`config.mk`:
```
export PLATFORM = sky130hd
export DESIGN_NAME = trigger_capture
export DESIGN_NICKNAME = d
export VERILOG_FILES = /design/src/rtl/trigger_capture.sv
export SDC_FILE = /design/constraint.sdc
export NUM_CORES = 1
export LEC_CHECK = 0
export CORE_UTILIZATION = 35
export DETAILED_ROUTE_END_ITERATION = 16
export GPL_TIMING_DRIVEN = 0
export PLACE_DENSITY = 0.67
export SYNTH_ARGS = -nofsm -noshare
export SYNTH_HDL_FRONTEND = slang
export SYNTH_SLANG_ARGS = --single-unit
```
`constraint.sdc`:
```
create_clock -name clk_i -period 2.4 [get_ports clk_i]
set_clock_uncertainty 0.05 [all_clocks]
set_input_delay 0.48 -clock clk_i [delete_from_list [all_inputs] [get_ports clk_i]]
set_output_delay 0.48 -clock clk_i [all_outputs]
set_load 0.02 [all_outputs]
```
`src/rtl/trigger_capture.sv`:
```
// rtl/trigger_capture.sv - pre/post-trigger ADC sample capture into a circular RAM
// Streams samples to an external RAM and latches where the trigger and oldest sample landed.
module trigger_capture #(
   parameter int DATA_SIZE = 12,
   parameter int ADDR_SIZE = 8
) (
   input  logic                 clk_i,
   input  logic                 rst_i,
   input  logic                 sample_valid_i,
   input  logic [DATA_SIZE-1:0] sample_i,
   input  logic                 arm_i,
   input  logic                 force_i,
   input  logic [DATA_SIZE-1:0] trig_level_i,
   input  logic                 trig_rising_i,
   input  logic [ADDR_SIZE-1:0] pretrig_i,
   output logic                 w_en_o,
   output logic [ADDR_SIZE-1:0] w_addr_o,
   output logic [DATA_SIZE-1:0] w_data_o,
   output logic [ADDR_SIZE-1:0] trig_addr_o,
   output logic [ADDR_SIZE-1:0] start_addr_o,
   output logic                 busy_o,
   output logic                 done_o
);

   typedef enum logic [2:0] {S_IDLE, S_PRE, S_WAIT, S_POST, S_DONE} state_t;

   localparam logic [ADDR_SIZE:0] CNT_N   = {1'b1, {ADDR_SIZE{1'b0}}};
   localparam logic [ADDR_SIZE:0] CNT_ONE = {{ADDR_SIZE{1'b0}}, 1'b1};

   state_t               state_q, state_d;
   logic [ADDR_SIZE-1:0] ptr_q, ptr_d;
   logic [ADDR_SIZE:0]   cnt_q, cnt_d;
   logic [ADDR_SIZE-1:0] pre_q, pre_d;
   logic [DATA_SIZE-1:0] prev_q, prev_d;
   logic                 prev_vld_q, prev_vld_d;
   logic                 force_q, force_d;
   logic                 w_en_q, w_en_d;
   logic [ADDR_SIZE-1:0] w_addr_q, w_addr_d;
   logic [DATA_SIZE-1:0] w_data_q, w_data_d;
   logic [ADDR_SIZE-1:0] trig_addr_q, trig_addr_d;
   logic [ADDR_SIZE-1:0] start_addr_q, start_addr_d;

   logic                 active;
   logic                 edge_hit;
   logic [ADDR_SIZE:0]   cnt_inc;
   logic [ADDR_SIZE:0]   post_target;

   always_ff @(posedge clk_i or posedge rst_i) begin
      if (rst_i) begin
         state_q      <= S_IDLE;
         ptr_q        <= '0;
         cnt_q        <= '0;
         pre_q        <= '0;
         prev_q       <= '0;
         prev_vld_q   <= 1'b0;
         force_q      <= 1'b0;
         w_en_q       <= 1'b0;
         w_addr_q     <= '0;
         w_data_q     <= '0;
         trig_addr_q  <= '0;
         start_addr_q <= '0;
      end else begin
         state_q      <= state_d;
         ptr_q        <= ptr_d;
         cnt_q        <= cnt_d;
         pre_q        <= pre_d;
         prev_q       <= prev_d;
         prev_vld_q   <= prev_vld_d;
         force_q      <= force_d;
         w_en_q       <= w_en_d;
         w_addr_q     <= w_addr_d;
         w_data_q     <= w_data_d;
         trig_addr_q  <= trig_addr_d;
         start_addr_q <= start_addr_d;
      end
   end

   // The first sample after arm only seeds prev, so no edge can fire on it.
   always_comb begin
      active      = (state_q == S_PRE) || (state_q == S_WAIT) || (state_q == S_POST);
      cnt_inc     = cnt_q + CNT_ONE;
      post_target = CNT_N - {1'b0, pre_q};
      if (trig_rising_i)
         edge_hit = prev_vld_q && (prev_q < trig_level_i) && (sample_i >= trig_level_i);
      else
         edge_hit = prev_vld_q && (prev_q > trig_level_i) && (sample_i <= trig_level_i);

      state_d      = state_q;
      ptr_d        = ptr_q;
      cnt_d        = cnt_q;
      pre_d        = pre_q;
      prev_d       = prev_q;
      prev_vld_d   = prev_vld_q;
      force_d      = force_q;
      w_en_d       = 1'b0;
      w_addr_d     = w_addr_q;
      w_data_d     = w_data_q;
      trig_addr_d  = trig_addr_q;
      start_addr_d = start_addr_q;

      if (arm_i) begin
         pre_d      = pretrig_i;
         ptr_d      = '0;
         cnt_d      = '0;
         prev_vld_d = 1'b0;
         force_d    = 1'b0;
         state_d    = (pretrig_i == '0) ? S_WAIT : S_PRE;
      end else begin
         if ((state_q == S_WAIT) && force_i)
            force_d = 1'b1;
         if (active && sample_valid_i) begin
            w_en_d     = 1'b1;
            w_addr_d   = ptr_q;
            w_data_d   = sample_i;
            ptr_d      = ptr_q + 1'b1;
            prev_d     = sample_i;
            prev_vld_d = 1'b1;
            case (state_q)
               S_PRE: begin
                  cnt_d = cnt_inc;
                  if (cnt_inc == {1'b0, pre_q})
                     state_d = S_WAIT;
               end
               S_WAIT: begin
                  if (edge_hit || force_i || force_q) begin
                     trig_addr_d  = ptr_q;
                     start_addr_d = ptr_q - pre_q;
                     cnt_d        = CNT_ONE;
                     force_d      = 1'b0;
                     state_d      = (post_target == CNT_ONE) ? S_DONE : S_POST;
                  end
               end
               S_POST: begin
                  cnt_d = cnt_inc;
                  if (cnt_inc == post_target)
                     state_d = S_DONE;
               end
               default: ;
            endcase
         end
      end
   end

   assign w_en_o       = w_en_q;
   assign w_addr_o     = w_addr_q;
   assign w_data_o     = w_data_q;
   assign trig_addr_o  = trig_addr_q;
   assign start_addr_o = start_addr_q;
   assign busy_o       = (state_q == S_PRE) || (state_q == S_WAIT) || (state_q == S_POST);
   assign done_o       = (state_q == S_DONE);

endmodule

```
# After elaboration in Yosys (flattened, before gate mapping)
# Cells that the tools add are included.
dict set report word_totals {
  rom_bits 0
  n_memories 0
  regBits 67
  latchBits 0
  out_inout_bits 39
  ram_bits 0
}
dict set report op_classes {
  reduce_logical 19
  n_bitwise 1
  n_lt_le_gt_ge 4
  shift 0
  div_mod_pow 0
  n_eq_ne 10
  mul 0
  n_mux 24
  addsub 4
}
# op count
set ops {}
lappend ops {{2-to-1 mux 9 bit} 3}
lappend ops {{2-to-1 mux 3 bit} 6}
lappend ops {{case mux 9 bit (2 select lines)} 1}
lappend ops {{2-to-1 mux 8 bit} 2}
lappend ops {{>= comparator 12 bit} 1}
lappend ops {{> comparator 12 bit} 1}
lappend ops {{less-or-equal comparator 12 bit} 1}
lappend ops {{< comparator 12 bit} 1}
lappend ops {{2-to-1 mux 1 bit} 10}
lappend ops {{adder 9 x 1 -> 9 bit (second input constant)} 1}
lappend ops {{== test 9 x 1 -> 1 bit (second input constant)} 1}
lappend ops {{== test 9 x 8 -> 1 bit} 1}
lappend ops {{== test 9 bit} 1}
lappend ops {{inequality test 3 x 2 -> 1 bit (second input constant)} 3}
lappend ops {{case mux 3 bit (3 select lines)} 1}
lappend ops {{subtractor 9 x 8 -> 9 bit (first input constant)} 1}
lappend ops {{adder 8 x 1 -> 8 bit (second input constant)} 1}
lappend ops {{zero test 8 bit} 1}
lappend ops {{subtractor 8 bit} 1}
lappend ops {{== test 3 x 2 -> 1 bit (second input constant)} 2}
lappend ops {{logical AND 1 bit} 6}
lappend ops {{AND reduction 5 bit} 1}
lappend ops {{logical OR 1 bit} 4}
lappend ops {{AND reduction 4 bit} 1}
lappend ops {{10 further kinds} 10}

# Longest topological paths before layout
# Gate-level depths: netlist of the first run.
dict set report logic_depth {
  word_depth 10
  depth_mapped 11
}

# Worst setup path before layout of the first run
# No wires, ideal clock.
dict set report synth_timing {
  path_kind {input to register}
  start {input trig_level_i[5]}
  end {register state_q[2]}
  path_slack_ns -0.292
  cell_stages 10
  t_arrival_ns 2.514
  cell_sequence {inv_1 ha_1 a211oi_1 nor2_1 o21ai_1 o21ai_1 o311a_1 a21oi_2 nor2b_4 mux2_1}
}
dict set report synth_via {
  elab_chain_cells 8
  elab_cells_between_ends 13
  cone_classes {order compare (4); eq/ne (1); mux (1); reduce/logical (7)}
}
# element line
set synth_lines {}
lappend synth_lines {{start: declaration} 13} ;# input logic [DATA_SIZE-1:0] trig_level_i,
lappend synth_lines {{> comparator 12 bit / < comparator 12 bit (equally long branches)} {86, 84}}
lappend synth_lines {{logical AND 1 bit (on tied branches) (2 in series)} {86, 84}}
lappend synth_lines {{2-to-1 mux 1 bit *} 83} ;# if (trig_rising_i)
lappend synth_lines {{logical OR 1 bit * (2 in series)} 125} ;# if (edge_hit || force_i || force_q) begin
lappend synth_lines {{inequality test 3 x 2 -> 1 bit (no line) *} -}
lappend synth_lines {{AND reduction 5 bit (no line) *} -}
lappend synth_lines {{end signal: assignment} 63} ;# state_q <= state_d;
lappend synth_lines {{end: declaration} 30} ;# state_t state_q, state_d;
# Every way passes the cells marked *; elsewhere a longest branch is shown, timed or not.
# A chain may end at the register's enable or synchronous reset.

# Worst setup path in the final report of the first run
dict set report layout_timing {
  start {register pre_q[2]}
  end {register state_q[0]}
}
dict set report layout_via {
  elab_chain_cells 7
  elab_cells_between_ends 12
  cone_classes {add/sub (1); eq/ne (5); mux (5); reduce/logical (1)}
}
# element line
set layout_lines {}
lappend layout_lines {{start: declaration} 33} ;# logic [ADDR_SIZE-1:0] pre_q, pre_d;
lappend layout_lines {{start signal: assignment} 66} ;# pre_q <= pre_d;
lappend layout_lines {{subtractor 9 x 8 -> 9 bit} 82} ;# post_target = CNT_N - {1'b0, pre_q};
lappend layout_lines {{== test 9 x 1 -> 1 bit} 130} ;# state_d = (post_target == CNT_ONE) ? S_DONE : S_POST;
lappend layout_lines {{2-to-1 mux 3 bit} 130}
lappend layout_lines {{2-to-1 mux 3 bit} 125}
lappend layout_lines {{case mux 3 bit (3 select lines)} 118} ;# case (state_q)
lappend layout_lines {{2-to-1 mux 3 bit} 111} ;# if (active && sample_valid_i) begin
lappend layout_lines {{2-to-1 mux 3 bit} 101} ;# if (arm_i) begin
# Parallel ways exist; a longest one is shown, timed or not. The select of a mux whose other input is x is not followed.

==> metrics.cfg, run 1 <==
[clock_tree]
cts_made_buffers=9
h-tree-depth=3
postCtsHoldBufs=0
tritoncts=done
cts_root_buf=clkbuf_16
clock-sinks=67
clk_pin_slew_ns=0.06
clkLatencyLatePin_ns=0.34
cts.path.max_buffers=2

[routing]
drt-total-wl_um=10990
drtAntennaViolNets=0
routedWlPerCell_um=16.37
drt-pass1-iter-count=4
drt_iter0_drc=122
viasPerCell=5.201
route.detailed.drc=0
routed-via-count=3490

[setup_path]
r2r_cells=8
critical-path-max-stage-delay_ns=0.48
rr_startpoint=pre_q[2]
worstSetupPathType=reg -> reg
arrival_ns=2.66
endpoint_kind=flop
critPathMaxFanout=6
startpoint_type=flop
critPathSlowestCell=dfrtp_1
path_cells=nor3_4 -> and3_4 -> mux2_4 -> nand3_2 -> a2111oi_4 -> mux2_1 -> o31ai_1 -> mux2_4
crit_required_ns=2.57
r2r-end=state_q[0]
regToRegSetupSlack_ns=-0.09
crit_top_cell=mux2_4

[sta]
setup_viol=16
period_minus_slack_ns=2.487
setup_slack_ns=-0.08698
rsz0062_at_grt=true
fin_setup_tns_ns=-0.7235
drv_slew=0
fin_crit_sh=1.036
fin_hold_ws_ns=0.3734
tightest_slew_ns=0.8395
fmax_ghz=0.4021
relSlewSlack=0.4403
hold_viol_final=0

[yosys]
synth_fp_nets=494
ys_seq_area_frac=0.3927
synth-edff-count=0
syn_area_sq_um=4269
ys_warn_count=0
postSynthCellCount=420
synth_seq_cells=67
synth_cell_type_count=53
async_reset_ff_frac=1.000
synth_ff_type=dfrtp_1
avgSynthCellArea_sq_um=10.16

[place]
hpwl_um=7561
io_buffers=75
dpl_cell_area_sq_um=5321
place.gp.congestion=0.8657

[run]
maxCapViolations=0

[cells_and_area]
final_common_cell=dfrtp_1
area_growth_pct=43.11
post-route-cell-area_sq_um=6110
layout_common_cells=63 x dfrtp_1, 50 x clkdlybuf4s50_1, 31 x nand2_1
final_net_count=597
num_antenna_cells=0
drive_above_1_share=0.3277

[grt]
grt_pass1_wl_um=17760
antenna_found_initial=0
grt_use_total=0.1804
gr-total-overflow=0
grt_max_degree=68
grt_pass1_vias=3481

[floorplanning]
fp.dieH_um=112.4
ios=77
start_util=0.3661
die_w_um=112.4
dieArea_sq_um=12640
core_area_sq_um=11660
rows=39

[pwr]
power_density_nw_per_um2=900.6
peakVddDrop_mv=0.5061
power_leakage_nw=2.662

[outcome]
status=complete, but fails checks
violations=setup timing

[hold_path]
worstHoldPathType=in -> reg
min_delay_path_depth=2
holdPathEnd=w_data_o[4]
hold_start=sample_i[4]

-- critical path, delay by kind of cell, from the launching register on --
family	cells	cell delay (ns)
mux	3	0.63
flops	1	0.48
simple gates	3	0.71
compound gates	2	0.49
-- layout make-up --
type	instances	area, sq um
timing repair buffer	92	852.1
sequential	67	1682
inverter	28	125.1
clock buffer	11	252.7
clock inverter	5	60.06
fill	998	5553
tap	143	178.9
buffer	13	91.34
multi-input combinational	312	2868
-- metal layers --
| layer | vias to the layer above | track usage | wire, um |
|---|---|---|---|
| li1 | 1703 | - | - |
| met1 | 1681 | 0.2316 | 4998 |
| met2 | 84 | 0.2911 | 5285 |
| met3 | 22 | 0.03564 | 386 |
| met4 | 0 | 0.08889 | 315 |
| met5 | - | 0 | 0 |
-- stage by stage --
step	power [mW]	worst slack (ns)	util	std cells
global route	5.817	-0.1374	0.5239	671
global placement	3.758	-1.207	0.4561	638
detailed placement	3.795	-0.9483	0.4563	638
finish	5.503	-0.08698	0.5239	671
CTS	5.443	-0.07442	0.5141	665
floorplan	2.971	-0.07959	-	420
-- logic make-up (layout without fill, tap and decap cells) --
logic type / count (synthesis) / count (layout) / synth area share
xor gates and xnor gates: 38 / 38 / 0.08441
adders and majority gates: 36 / 36 / 0.1073
AOI/OAI and AO/OA: 71 / 71 / 0.1035
DFF: 67 / 67 / 0.3927
buffers and inverters: 41 / 149 / 0.04250
and+or+nand+nor: 125 / 125 / 0.1580
muxes: 42 / 42 / 0.1117
-- worst max-delay path by stage --
| stage | end | depth (start not counted) | slack [ns] | start |
|---|---|---|---|---|
| 2_1_floorplan | state_q[0] | 10 | -0.08 | trig_level_i[11] |
| 3_3_place_gp | w_data_o[5] | 2 | -1.21 | rst_i |
| 3_5_place_dp | state_q[2] | 11 | -0.95 | trig_level_i[6] |
| 4_1_cts | state_q[0] | 10 | -0.07 | cnt_q[0] |
| 5_1_grt | state_q[0] | 8 | -0.14 | pre_q[2] |
| 6_report | state_q[0] | 8 | -0.09 | pre_q[2] |
-- sequential cells by signal (all words and copies together) (netlist names) --
register and flops:
w_addr_o 8, ptr_q 8, prev_vld_q 1, w_data_o 12
cnt_q 9, state_q 3, start_addr_o 8, force_q 1
trig_addr_o 8, pre_q 8, w_en_o 1
-- cell usage after synthesis (6+ instances only) --
cell	n	area, sq um
nand3_1	11	55.05
nand2_1	32	120.1
xor2_1	19	166.4
nor3_1	10	50.05
ha_1	35	437.9
a21oi_1	18	90.09
inv_1	28	105.1
dfrtp_1	67	1677
o21ai_0	24	120.1
nor2_1	25	93.84
nand2b_1	7	43.79
xnor2_1	17	148.9
nor2b_1	6	37.54
mux2_1	10	112.6
a31oi_1	9	56.30
mux2_2	27	304.0
-- repair_timing --
action / 4_1_cts / 5_1_grt
buffers inserted: 10 / 6
gates resized for setup: 105 / 49
pin swaps: 21 / 7
gates cloned: 1 / 0
endpoints found under the setup margin: 29 / 44
-- power by group --
group | switching [mW] | internal (mW) | total (mW)
logic | 1.22 | 1.24 | 2.47
clock network | 0.506 | 0.863 | 1.37
registers | 0.253 | 1.41 | 1.67
total | 1.98 | 3.52 | 5.50
(Power assumes the default switching activity.)
==> run 2: changes to the inputs <==
CTS_CLUSTER_DIAMETER = 50   (was not set)
GPL_TIMING_DRIVEN = not set   (was 0)
==> run 2 against run 1 <==
Net effect:
- the run still ends with setup timing left
- critical path depth grew 1
- via count is 3.3% higher
- first-iteration DRC count increased by 11%
- register-to-register slack got worse by 0.07 ns
- final cell count grew 3.9%
- critical path type unchanged
- non-clock buffer count up 25
- die area did not move
- cell area increased by 3.1%
- setup slack worse by 0.070 ns
==> metrics.cfg, run 2 (synthesized netlist as in run 1, its figures left out) <==
[grt]
grt_pass1_vias=3812  ; was 3481
grt_pass1_wl_um=19000  ; was 17760 um
antenna_found_initial=0  ; unchanged
gr-total-overflow=0  ; unchanged
grt_use_total=0.1941  ; was 0.1804
grt_max_degree=33  ; was 68

[floorplanning]
core_area_sq_um=11660  ; unchanged
fp.dieH_um=112.4  ; unchanged
start_util=0.3661  ; unchanged
die_w_um=112.4  ; unchanged
rows=39  ; unchanged
dieArea_sq_um=12640  ; unchanged
ios=77  ; unchanged

[routing]
route.detailed.drc=0  ; unchanged
drt-pass1-iter-count=4  ; unchanged
routed-via-count=3605  ; was 3490
drtAntennaViolNets=0  ; unchanged
routedWlPerCell_um=16.29  ; was 16.37 um
viasPerCell=5.172  ; was 5.201
drt-total-wl_um=11360  ; was 10990 um
drt_iter0_drc=135  ; was 122

[sta]
fin_setup_tns_ns=-2.052  ; was -0.7235 ns
hold_viol_final=0  ; unchanged
drv_slew=0  ; unchanged
relSlewSlack=0.7036  ; was 0.4403
setup_slack_ns=-0.1569  ; was -0.08698 ns
tightest_slew_ns=0.4429  ; was 0.8395 ns
fmax_ghz=0.3911  ; was 0.4021 GHz
period_minus_slack_ns=2.557  ; was 2.487 ns
rsz0062_at_grt=true  ; unchanged
fin_hold_ws_ns=0.3941  ; was 0.3734 ns
fin_crit_sh=1.065  ; was 1.036
setup_viol=28  ; was 16

[cells_and_area]
final_net_count=623  ; was 597
num_antenna_cells=0  ; unchanged
post-route-util=0.5403  ; was 0.5239
largest_reg_flops=12  ; unchanged
final_common_cell=dfrtp_1  ; unchanged
layout_common_cells=65 x dfrtp_1, 51 x clkdlybuf4s50_1, 47 x buf_4  ; was 63 x dfrtp_1, 50 x clkdlybuf4s50_1, 31 x nand2_1
fin_cells=697  ; was 671
drive_above_1_share=0.3231  ; was 0.3277
post-route-cell-area_sq_um=6301  ; was 6110 sq um
area_growth_pct=47.60  ; was 43.11%

[place]
place.gp.congestion=0.8533  ; was 0.8657
io_buffers=76  ; was 75
hpwl_um=8039  ; was 7561 um
dpl_cell_area_sq_um=5660  ; was 5321 sq um
pre_cts_ws_ns=-0.7552  ; was -0.9483 ns
place_inst=675  ; was 638

[setup_path]
startpoint_type=flop  ; unchanged
crit_start=w_data_o[9]  ; was pre_q[2]
endpoint_kind=flop  ; unchanged
crit_required_ns=2.57  ; about the same
critPathMaxFanout=2  ; was 6
arrival_ns=2.73  ; was 2.66 ns
worstSetupPathType=reg -> reg  ; unchanged
rr_startpoint=w_data_o[9]  ; was pre_q[2]

[pwr]
p_total_mw=5.754  ; was 5.503 mW
power_leakage_nw=2.804  ; was 2.662 nW
power_density_nw_per_um2=913.2  ; was 900.6 nW/um^2
peakVddDrop_mv=0.6032  ; was 0.5061 mV

[outcome]
status=complete, but fails checks  ; unchanged
violations=setup timing  ; unchanged

[run]
maxCapViolations=0  ; unchanged

[clock_tree]
clkLatencyLatePin_ns=0.34  ; about the same
cts_root_buf=clkbuf_16  ; unchanged
h-tree-depth=3  ; unchanged
tritoncts=done  ; unchanged
cts.path.max_buffers=2  ; unchanged
postCtsHoldBufs=0  ; unchanged
clock-sinks=67  ; unchanged
cts_made_buffers=9  ; unchanged
clk_pin_slew_ns=0.06  ; about the same

[hold_path]
worstHoldPathType=in -> async  ; was in -> reg

==> run 2: where the power goes <==
| part | total (mW) | switching (mW) | internal [mW] |
|---|---|---|---|
| combinational | 2.66 | 1.28 | 1.38 |
| clock | 1.44 | 0.518 | 0.917 |
| sequential | 1.66 | 0.250 | 1.41 |
==> run 2: final timing paths <==
check	to	slack (ns)	cells past startpoint
min in group clk_i	w_data_o[11]	0.41	2
min reg2reg	w_addr_o[7]	0.46	1
min	w_data_o[1]	0.39	2
max reg2reg	state_q[2]	-0.16	9
max	state_q[2]	-0.16	9
max in group asynchronous	cnt_q[2]	1.42	3
==> run 2: cell type report <==
class / count / area [sq um]
Tap cell: 143 / 178.9
Sequential cell: 67 / 1679
Timing Repair Buffer: 130 / 1200
Fill cell: 1003 / 5361
Clock inverter: 7 / 101.3
Multi-Input combinational cell: 313 / 2796
Clock buffer: 9 / 225.2
Inverter: 28 / 120.1
==> run 2: layer usage <==
metal	vias up	part of all wire	GRT usage
li1	1753	-	-
met1	1747	0.44	0.2430
met2	85	0.49	0.3251
met3	20	0.041	0.05130
met4	0	0.022	0.06489
met5	-	0	0
==> run 2: worst max-delay path, cell delays in order (launching register included) <==
cell	delay [ns]
dfrtp_1	0.41
ha_4	0.27
a21oi_4	0.14
nor2_2	0.06
a211oi_2	0.23
nand3_1	0.19
o311a_1	0.44
a21oi_4	0.16
nor2b_4	0.19
mux2_4	0.30
==> run 2: timing repair <==
item / CTS / global route
gates cloned: 1 / 0
setup buffers: 3 / 2
resized for setup: 80 / 14
setup endpoints to repair: 28 / 29
pin swaps: 29 / 14
